## src/rtl/data_cache_controller_pkg.sv

```systemverilog
// Shared definitions for the L1 data cache: FSM encodings, address field positions, byte merge.
// Optional hit/miss statistics are enabled by defining DCACHE_STATS_EN (see the top module).
package data_cache_controller_pkg;

    localparam logic [1:0] DC_IDLE      = 2'd0;
    localparam logic [1:0] DC_WRITEBACK = 2'd1;
    localparam logic [1:0] DC_ALLOCATE  = 2'd2;
    localparam logic [1:0] DC_UPDATE    = 2'd3;

    localparam int WORD_LSB  = 2;
    localparam int INDEX_LSB = 4;
    localparam int WORD_W    = 32;
    localparam int LINE_W    = 128;

    typedef struct packed {
        logic valid;
        logic dirty;
    } line_status_t;

    function automatic logic [WORD_W-1:0] merge_bytes(
        input logic [WORD_W-1:0] old_word,
        input logic [WORD_W-1:0] new_word,
        input logic [3:0]        byte_en
    );
        logic [WORD_W-1:0] mask;
        for (int b = 0; b < 4; b++) mask[8*b +: 8] = {8{byte_en[b]}};
        return (old_word & ~mask) | (new_word & mask);
    endfunction

endpackage

```

## src/rtl/data_cache_controller_storage.sv

```systemverilog
// Line storage for the data cache: valid/dirty bits (reset), tag and data arrays (not reset).
// Byte-enabled word write and full-line refill are synchronous; reads are combinational.
module data_cache_controller_storage
    import data_cache_controller_pkg::*;
#(
    parameter int SETS  = 8,
    parameter int TAG_W = 25,
    parameter int IDX_W = $clog2(SETS)
) (
    input  logic              clock,
    input  logic              reset,
    input  logic [IDX_W-1:0]  index,
    input  logic              word_we,
    input  logic [1:0]        word_sel,
    input  logic [3:0]        byte_en,
    input  logic [WORD_W-1:0] word_data,
    input  logic              fill_we,
    input  logic [TAG_W-1:0]  fill_tag,
    input  logic [LINE_W-1:0] fill_data,
    output line_status_t      status,
    output logic [TAG_W-1:0]  line_tag,
    output logic [LINE_W-1:0] line_data
);

    logic [SETS-1:0]   valid_q;
    logic [SETS-1:0]   dirty_q;
    logic [TAG_W-1:0]  tag_q  [SETS];
    logic [LINE_W-1:0] data_q [SETS];

    always_ff @(posedge clock) begin
        if (reset) begin
            valid_q <= '0;
            dirty_q <= '0;
        end else if (fill_we) begin
            valid_q[index] <= 1'b1;
            dirty_q[index] <= 1'b0;
        end else if (word_we) begin
            dirty_q[index] <= 1'b1;
        end
    end

    // Tag and data survive reset; valid alone decides whether they mean anything.
    always_ff @(posedge clock) begin
        if (fill_we) begin
            tag_q[index]  <= fill_tag;
            data_q[index] <= fill_data;
        end else if (word_we) begin
            data_q[index][{word_sel, 5'b0} +: WORD_W] <=
                merge_bytes(data_q[index][{word_sel, 5'b0} +: WORD_W], word_data, byte_en);
        end
    end

    assign status.valid = valid_q[index];
    assign status.dirty = dirty_q[index];
    assign line_tag     = tag_q[index];
    assign line_data    = data_q[index];

endmodule

```

## src/rtl/data_cache_controller.sv

```systemverilog
// Direct-mapped write-back/write-allocate L1 data cache controller (FSM, hit logic, memory handshake).
// Define DCACHE_STATS_EN to add hit_count/miss_count outputs.
module data_cache_controller
    import data_cache_controller_pkg::*;
#(
    parameter int SETS  = 8,
    parameter int TAG_W = 25
) (
    input  logic         clock,
    input  logic         reset,
    input  logic         cpu_read,
    input  logic         cpu_write,
    input  logic [31:0]  cpu_address,
    input  logic [31:0]  cpu_write_data,
    input  logic [3:0]   cpu_byte_en,
    output logic [31:0]  cpu_read_data,
    output logic         cpu_busywait,
    output logic         mem_read,
    output logic         mem_write,
    output logic [27:0]  mem_address,
    output logic [127:0] mem_write_data,
    input  logic [127:0] mem_read_data,
    input  logic         mem_busywait
`ifdef DCACHE_STATS_EN
    ,
    output logic [31:0]  hit_count,
    output logic [31:0]  miss_count
`endif
);

    localparam int IDX_W = $clog2(SETS);

    logic [1:0]        state_q, state_next;
    logic              entry_q;
    logic [TAG_W-1:0]  addr_tag;
    logic [IDX_W-1:0]  addr_idx;
    logic [1:0]        word_sel;
    line_status_t      status;
    logic [TAG_W-1:0]  line_tag;
    logic [LINE_W-1:0] line_data;
    logic              cpu_req, hit, fill_we, word_we;
    logic              addr_unused;

    assign addr_tag    = cpu_address[31 -: TAG_W];
    assign addr_idx    = cpu_address[INDEX_LSB +: IDX_W];
    assign word_sel    = cpu_address[WORD_LSB +: 2];
    assign addr_unused = ^cpu_address[1:0];

    assign cpu_req       = cpu_read | cpu_write;
    assign hit           = status.valid && (line_tag == addr_tag);
    assign cpu_read_data = line_data[{word_sel, 5'b0} +: WORD_W];
    // Read+write together is a store; a store after a miss commits in the IDLE cycle after UPDATE.
    assign word_we       = (state_q == DC_IDLE) && cpu_write && hit && !reset;

    data_cache_controller_storage #(
        .SETS  (SETS),
        .TAG_W (TAG_W),
        .IDX_W (IDX_W)
    ) u_storage (
        .clock     (clock),
        .reset     (reset),
        .index     (addr_idx),
        .word_we   (word_we),
        .word_sel  (word_sel),
        .byte_en   (cpu_byte_en),
        .word_data (cpu_write_data),
        .fill_we   (fill_we),
        .fill_tag  (addr_tag),
        .fill_data (mem_read_data),
        .status    (status),
        .line_tag  (line_tag),
        .line_data (line_data)
    );

    // mem_busywait is ignored in a state's entry cycle: memory may raise it combinationally.
    always_comb begin
        state_next     = state_q;
        cpu_busywait   = 1'b0;
        mem_read       = 1'b0;
        mem_write      = 1'b0;
        mem_address    = '0;
        mem_write_data = '0;
        fill_we        = 1'b0;
        case (state_q)
            DC_IDLE: begin
                if (cpu_req && !hit) begin
                    cpu_busywait = 1'b1;
                    state_next   = (status.valid && status.dirty) ? DC_WRITEBACK : DC_ALLOCATE;
                end
            end
            DC_WRITEBACK: begin
                cpu_busywait   = 1'b1;
                mem_write      = 1'b1;
                mem_address    = {line_tag, addr_idx};
                mem_write_data = line_data;
                if (!entry_q && !mem_busywait) state_next = DC_ALLOCATE;
            end
            DC_ALLOCATE: begin
                cpu_busywait = 1'b1;
                mem_read     = 1'b1;
                mem_address  = cpu_address[31:4];
                if (!entry_q && !mem_busywait) begin
                    fill_we    = 1'b1;
                    state_next = DC_UPDATE;
                end
            end
            DC_UPDATE: begin
                cpu_busywait = 1'b1;
                state_next   = DC_IDLE;
            end
        endcase
        if (reset) begin
            cpu_busywait   = 1'b0;
            mem_read       = 1'b0;
            mem_write      = 1'b0;
            mem_address    = '0;
            mem_write_data = '0;
            fill_we        = 1'b0;
        end
    end

    always_ff @(posedge clock) begin
        if (reset) begin
            state_q <= DC_IDLE;
            entry_q <= 1'b0;
        end else begin
            state_q <= state_next;
            entry_q <= (state_next != state_q);
        end
    end

`ifdef DCACHE_STATS_EN
    // Marks that the request now in IDLE already counted as a miss.
    logic miss_pending;

    always_ff @(posedge clock) begin
        if (reset) begin
            hit_count    <= '0;
            miss_count   <= '0;
            miss_pending <= 1'b0;
        end else if (state_q == DC_IDLE) begin
            miss_pending <= cpu_req && !hit;
            if (cpu_req && !hit)
                miss_count <= miss_count + 32'd1;
            else if (cpu_req && !miss_pending)
                hit_count <= hit_count + 32'd1;
        end
    end
`endif

endmodule

```

## config.mk

```make
export PLATFORM = sky130hd
export DESIGN_NAME = data_cache_controller
export DESIGN_NICKNAME = d
export VERILOG_FILES = /design/src/rtl/data_cache_controller_pkg.sv /design/src/rtl/data_cache_controller_storage.sv /design/src/rtl/data_cache_controller.sv
export SDC_FILE = /design/constraint.sdc
export NUM_CORES = 1
export LEC_CHECK = 0
export BUFFER_PORTS_ARGS = -buffer_cell sky130_fd_sc_hd__buf_2
export CORE_MARGIN = 2
export CORE_UTILIZATION = 38
export CTS_BUF_LIST = sky130_fd_sc_hd__clkbuf_4 sky130_fd_sc_hd__clkbuf_8 sky130_fd_sc_hd__clkbuf_16
export CTS_CLUSTER_SIZE = 12
export DETAILED_ROUTE_END_ITERATION = 6
export PLACE_DENSITY = 0.57
export SLEW_MARGIN = 25
export SYNTH_ARGS = -nofsm -noshare
export SYNTH_HDL_FRONTEND = slang
export SYNTH_SLANG_ARGS = --single-unit
```

## constraint.sdc

```tcl
create_clock -name clock -period 4.5 [get_ports clock]
set_clock_uncertainty 0.15 [all_clocks]
set_input_delay 0 -clock clock [delete_from_list [all_inputs] [get_ports clock]]
set_output_delay 0 -clock clock [all_outputs]
set_load 0.02 [all_outputs]
```

* Word-level counts from Yosys, hierarchy flattened
Memory sizes are Yosys's and may differ from the RTL's.
Cells that the tools add are included.
** Cells by class
- Add/subtract/negate cells :: 1
- Reduce and logical (&&, ||, !) cells :: 15
- Mux-type cells :: 160
- Order comparisons :: 2
- Shift operators :: 3
- Multiply operators :: 0
- Bitwise logic cells :: 137
- Equality and inequality tests :: 5
- Div/mod/pow operators :: 0
** Operators by type and width (number)
- 128-bit two-way mux :: 3
- 1-bit two-way mux :: 144
- 1-bit bitwise OR :: 129
- 32-bit by 9-bit variable shift with 128-bit output, first input constant :: 1
- 128-bit by 8-bit variable part select with 32-bit output :: 1
- 32-bit by 9-bit variable part select with 128-bit output :: 1
- 32-bit AND :: 2
- 28-bit case mux with 2 select lines :: 1
- 32-bit NOT :: 1
- 32-bit bitwise OR :: 1
- 28-bit two-way mux :: 1
- 25-bit equality test :: 1
- 8-bit two-way mux :: 2
- 8-bit bitwise OR :: 2
- 7-bit negator with 9-bit output :: 1
- 8-bit AND :: 1
- 1-bit logical AND :: 8
- 2-bit two-way mux :: 4
- 8-bit NOT :: 1
- 2-bit case mux with 4 select lines :: 1
- 1-bit binary-select mux with 3-bit select :: 2
- 2-bit equality test, second input constant :: 2
- 1-bit logical NOT :: 4
- 3-bit by 4-bit less-than comparator with 1-bit output, second input constant :: 1
- other kinds (8) :: 8
** Word-level totals
- Word-level logic and storage cells :: 329
- Input bits :: 201
- Memories :: 2
- Bits in registers :: 19
- Memory bits (read-only) :: 0
- RAM bits :: 1224
- Latch bits :: 0
** Memory list
- u_storage.data_q :: depth 8, width 128, rd ports 1, clocked after Yosys merged registers in 0, write ports 1, line data_cache_controller_storage.sv:28 : logic [LINE_W-1:0] data_q [SETS];
- u_storage.tag_q :: depth 8, width 25, rd ports 1, clocked after Yosys merged registers in 0, write ports 1, line data_cache_controller_storage.sv:27 : logic [TAG_W-1:0] tag_q [SETS];

* Longest topological paths before layout
- Word-level depth :: 9
- Gate-level depth with buffers :: 16
- Depth with buffers taken out :: 9

* Cells and area by module
Synthesis repeated with hierarchy kept, for this count alone.
** Unflattened totals
- Cell total of the unflattened synthesis :: 3281
- Area, all modules :: 52909.5 µm²
** Modules (own cells, without submodules)
- data_cache_controller_storage :: area each 50317.0 µm², times used 1, sequential area each 37075.6 µm², cells each 2953
- data_cache_controller :: area each 2592.5 µm², times used 1, sequential area each 60.1 µm², cells each 328

* Worst setup path after synthesis
No wires, ideal clock.
- Path kind :: reg-to-reg
- Start point :: mem u_storage.tag_q[3][16]
- End point :: mem u_storage.data_q[0][100] (enable)
- Path slack :: -0.181 ns
- Arrival :: 4.099 ns
- Stages on the path, launching flop included :: 12
- Required time :: 3.918 ns
- Setup time :: 0.432 ns
- Path buffers :: 2
- Cell sequence :: edfxtp_1 -> mux4_2 -> mux2_2 -> xnor2_1 -> nand3_1 -> a2111oi_1 -> nand4_1 -> nor3_2 -> buf_4 -> nand3_4 -> buf_2 -> a21oi_1
** On the way
- Word-level cells in the longest chain between the ends :: 9
** Ends and longest elaborated chain
- from (decl) :: line data_cache_controller_storage.sv:27
- memory 8 x 25 bit
- 25-bit equality test :: line data_cache_controller.sv:50 : assign hit = status.valid && (line_tag == addr_tag);
- 1-bit logical AND :: line data_cache_controller.sv:50
- 1-bit logical AND (2 in a row) :: line data_cache_controller.sv:53 : assign word_we = (state_q == DC_IDLE) && cpu_write && hit && !reset;
- 1-bit two-way mux :: line data_cache_controller_storage.sv:47 : end else if (word_we) begin
- 1-bit two-way mux :: line data_cache_controller_storage.sv:44 : if (fill_we) begin
- 128-bit two-way mux (implied by the code) :: line data_cache_controller_storage.sv:48 : data_q[index][{word_sel, 5'b0} +: WORD_W] <=
- 1-bit bitwise OR (no line)
- to (decl) :: line data_cache_controller_storage.sv:28
No other way between the ends.

* Worst setup path after layout
- Start point :: in cpu_address[5]
- End point :: mem u_storage.data_q[0][117], data pin
** On the way
- Word-level cells in the longest chain between the ends :: 9
- Elaborated cells between the ends (all ways) :: 16
** Ends and longest elaborated chain
- from (decl) :: line data_cache_controller.sv:13 : input logic [31:0] cpu_address,
- parallel branches: the longest is 8 deep, another holds memory 8 x 128 bit
- 1-bit two-way mux (no line) (*)
Every way passes the cells marked *. The select of a mux whose other input is x is not followed.

==> qor.yml <==
logic_synthesis:
  syn_inst: 3094
  synthFlopType: "edfxtp_1"
  yosysMostFrequentCell: "edfxtp_1"
  synthTopCellsByCount: "edfxtp_1 (1224), a22oi_1 (235), nor2_1 (181)"
  synthTopCellsByArea: "edfxtp_1 (72%), a22oi_1 (3.5%), mux4_2 (3.0%)"
  synth-async-reset-ratio_pct: 0
  yosysUniqueCellTypes: 66
  synth_edf_count: 1224
  avgSynthCellArea_sq_um: 16.5
  yosysTopAreaCell: "edfxtp_1"
  yosysSeqAreaShare_pct: 72.7
  netlist.area_leader.share_pct: 71.9
  syn_nets: 3303
  yosysWarnings: 0
  synth-seq-cells: 1243
  syn_area_sq_um: 51100
min_path:
  min_path_type: "primary input to flip-flop"
power_and_ir_drop:
  clockPowerShare_pct: 41.5
  combinationalPowerShare_pct: 8.9
  sequentialPowerShare_pct: 49.6
  switchingPower_mw: 6.07
  vdd_drop_max_mv: 0.385
  switching_share_pct: 23.5
  p_leak_nw: 22.3
  power_density_nw_per_um2: 404
  p_total_mw: 25.8
  internal_power_mw: 19.8
sta:
  period_minus_slack_ps: 4170
  worst_slew_pin_slew_ps: 1090
  relSlewSlack_pct: 27.1
  setup_viol: 0
  fmax_mhz: 240
  timing.final.crit_share_pct: 92.6
  rsz0062_at_grt: "no"
  hold_violations: 0
  slew_viol_final: 0
  fin_setup_tns_ps: 0
status:
  status: "finished, final reports clean"
floorplan:
  fp.dieH_um: 371
  io_pins: 392
  num_rows: 134
  fp.dieW_um: 371
  core_area_sq_um: 133000
  die_area_sq_um: 137000
  initial_core_util_pct: 38.3
setup_path:
  cp.required_ps: 4850
  crit_path_top_delay_cell: "mux4_2"
  cp_max_fo: 43
  cp-start-kind: "primary input"
  worstPathCellList: "dlygate4sd3_1 -> buf_12 -> buf_4 -> buf_4 -> nor2_4 -> buf_12 -> buf_4 -> a22oi_1 -> nand4_1 -> mux4_2 -> mux2i_1 -> nor2_1 -> mux2_4 -> dlymetal6s4s_1"
  crit_top_cell: "buf_4"
  endpoint_kind: "flip-flop"
  crit_type: "primary input to flip-flop"
  max_stage_delay_ps: 610
  cp_data_arrival_time_ps: 4510
layout:
  fill_cells: 11400
  seq_area_sq_um: 37100
  area_growth_pct: 25.3
  multi_input_area_sq_um: 13400
  layout-drive-gt1-share_pct: 28.6
  finalNetCount: 4082
global_routing:
  grtUsageTotal_pct: 25.5
  grt_max_degree: 79
  overflow: 0
  first_global_vias: 32400
  grt_pass1_wl_um: 247000
  antenna_found_initial: 9
clock_tree:
  clockBufferDepth: 3
  root_buffer: "clkbuf_16"
  ctsHtreeMaxLevel: 4
  cts_num_sinks: 1243
  cts_buffers: 135
  clk_pin_slew_ps: 60
  cts_tree: "built"
  clock_latency_ps: 780
route:
  vias: 33800
  drt_wl_total_um: 179000
  drt_iter0_markers: 4460
  drtAntennaViolNets: 0
  via_per_inst: 5.88
  wl_per_cell_um: 31.2
  firstDrtPassIters: 5
  drc: 0
run:
  maxCapViolCount: 0
placement:
  port_buffers: 389
  gp_congestion: 0.832
  place_hpwl_um: 112000
layer usage:
metal  routed length [um]  track usage [%]  vias to the layer above
met1                70500             34.3                    17500
met2                85100             40.9                     1912
met4                 6930             10.2                        4
met5                   18                0                        -
met3                16800             4.97                      304
li1                     -                -                    14100
through the flow:
stage	instances	hold slack [ps]	cell area (sq um)	util, %	setup WS [ps]
4_1_cts	5731	1.57	63900	47.9	44.7
3_5_place_dp	5245	173	57100	42.8	264
2_1_floorplan	3094	-64.9	51200	-	-181
6_report	5739	27.4	64000	48.0	334
5_1_grt	5736	40.7	64000	48.0	140
3_3_place_gp	5244	164	57100	42.8	193
cells in the final DEF (no fill, tap or decap), types with 29 or more instances in the layout:
cell type and n:
and2_1 66, mux2_4 54, clkbuf_4 35, clkbuf_16 142, mux2i_1 125, edfxtp_1 1224
buf_2 386, nand3_1 47, a221oi_1 117, inv_1 38, a21oi_4 32, nand2_1 96
a31oi_1 43, o21ai_0 59, mux2_2 133, a22o_1 49, buf_4 151, a22oi_1 235
buf_12 59, nor2_1 165, nand4_1 29, a21oi_1 56, dlygate4sd3_1 250, mux4_2 67
logic make-up (layout without fill, tap and decap cells):
family          after synthesis  count (layout)  synth area share (%)
xor+xnor                     13              13                 0.223
buf+inv                     253            1127                  2.24
fa+ha+maj                     8               8                 0.196
compound gates              671             671                  9.50
simple gates                499             499                  4.62
flops                      1243            1243                  72.7
mux                         407             407                  10.6
other cells                   0               3                     0
power groups by stage:
stage               clock (mW)  sequential, mW  combinational (mW)
CTS                       10.8            12.8                2.28
floorplan                    0            13.1                1.09
global placement             0            13.1                2.09
finish                    10.7            12.8                2.31
detailed placement           0            13.1                2.10
global route              11.3            12.8                2.41
cell type report:
type,count,share of cell area [%]
Antenna cell,3,0.0117
Clock buffer,176,5.92
Clock inverter,56,0.743
Inverter,44,0.262
Multi-Input combinational cell,1598,20.9
Sequential cell,1243,58.0
Tap cell,1768,3.46
Timing Repair Buffer,851,10.7
sequential cells by signal, indices dropped and copies added, names as in the netlist, named ones only:
name	count
u_storage.data_q	1024
u_storage.tag_q	200
u_storage.valid_q	8
state_q	2
entry_q	1
worst max-delay path, delay by kind of cell:
| family | cells | cell delay, ps |
|---|---|---|
| mux | 3 | 1360 |
| compound gates | 1 | 210 |
| simple gates | 3 | 500 |
| buf+inv | 7 | 2350 |
repair_timing:
| item | CTS | global route |
|---|---|---|
| gates resized for setup | 0 | 8 |
| hold endpoints to repair | 1243 | 0 |
| endpoints found under the setup margin | 0 | 32 |
| hold buffers | 254 | 0 |
| buffers inserted | 0 | 7 |
worst paths after layout:
check | startpoint | end | slack [ps] | cells after the start
max | cpu_address[5] | u_storage.data_q[0][117]$_DFFE_PP_ | 330 | 14
min | cpu_address[18] | u_storage.tag_q[7][11]$_DFFE_PP_ | 30 | 2
max reg2reg | u_storage.tag_q[3][16]$_DFFE_PP_ | u_storage.data_q[5][90]$_DFFE_PP_ | 370 | 12
min reg2reg | u_storage.valid_q[6]$_SDFFE_PP0P_ | u_storage.valid_q[6]$_SDFFE_PP0P_ | 320 | 2
No activity file was read; power rests on OpenSTA's default activity.
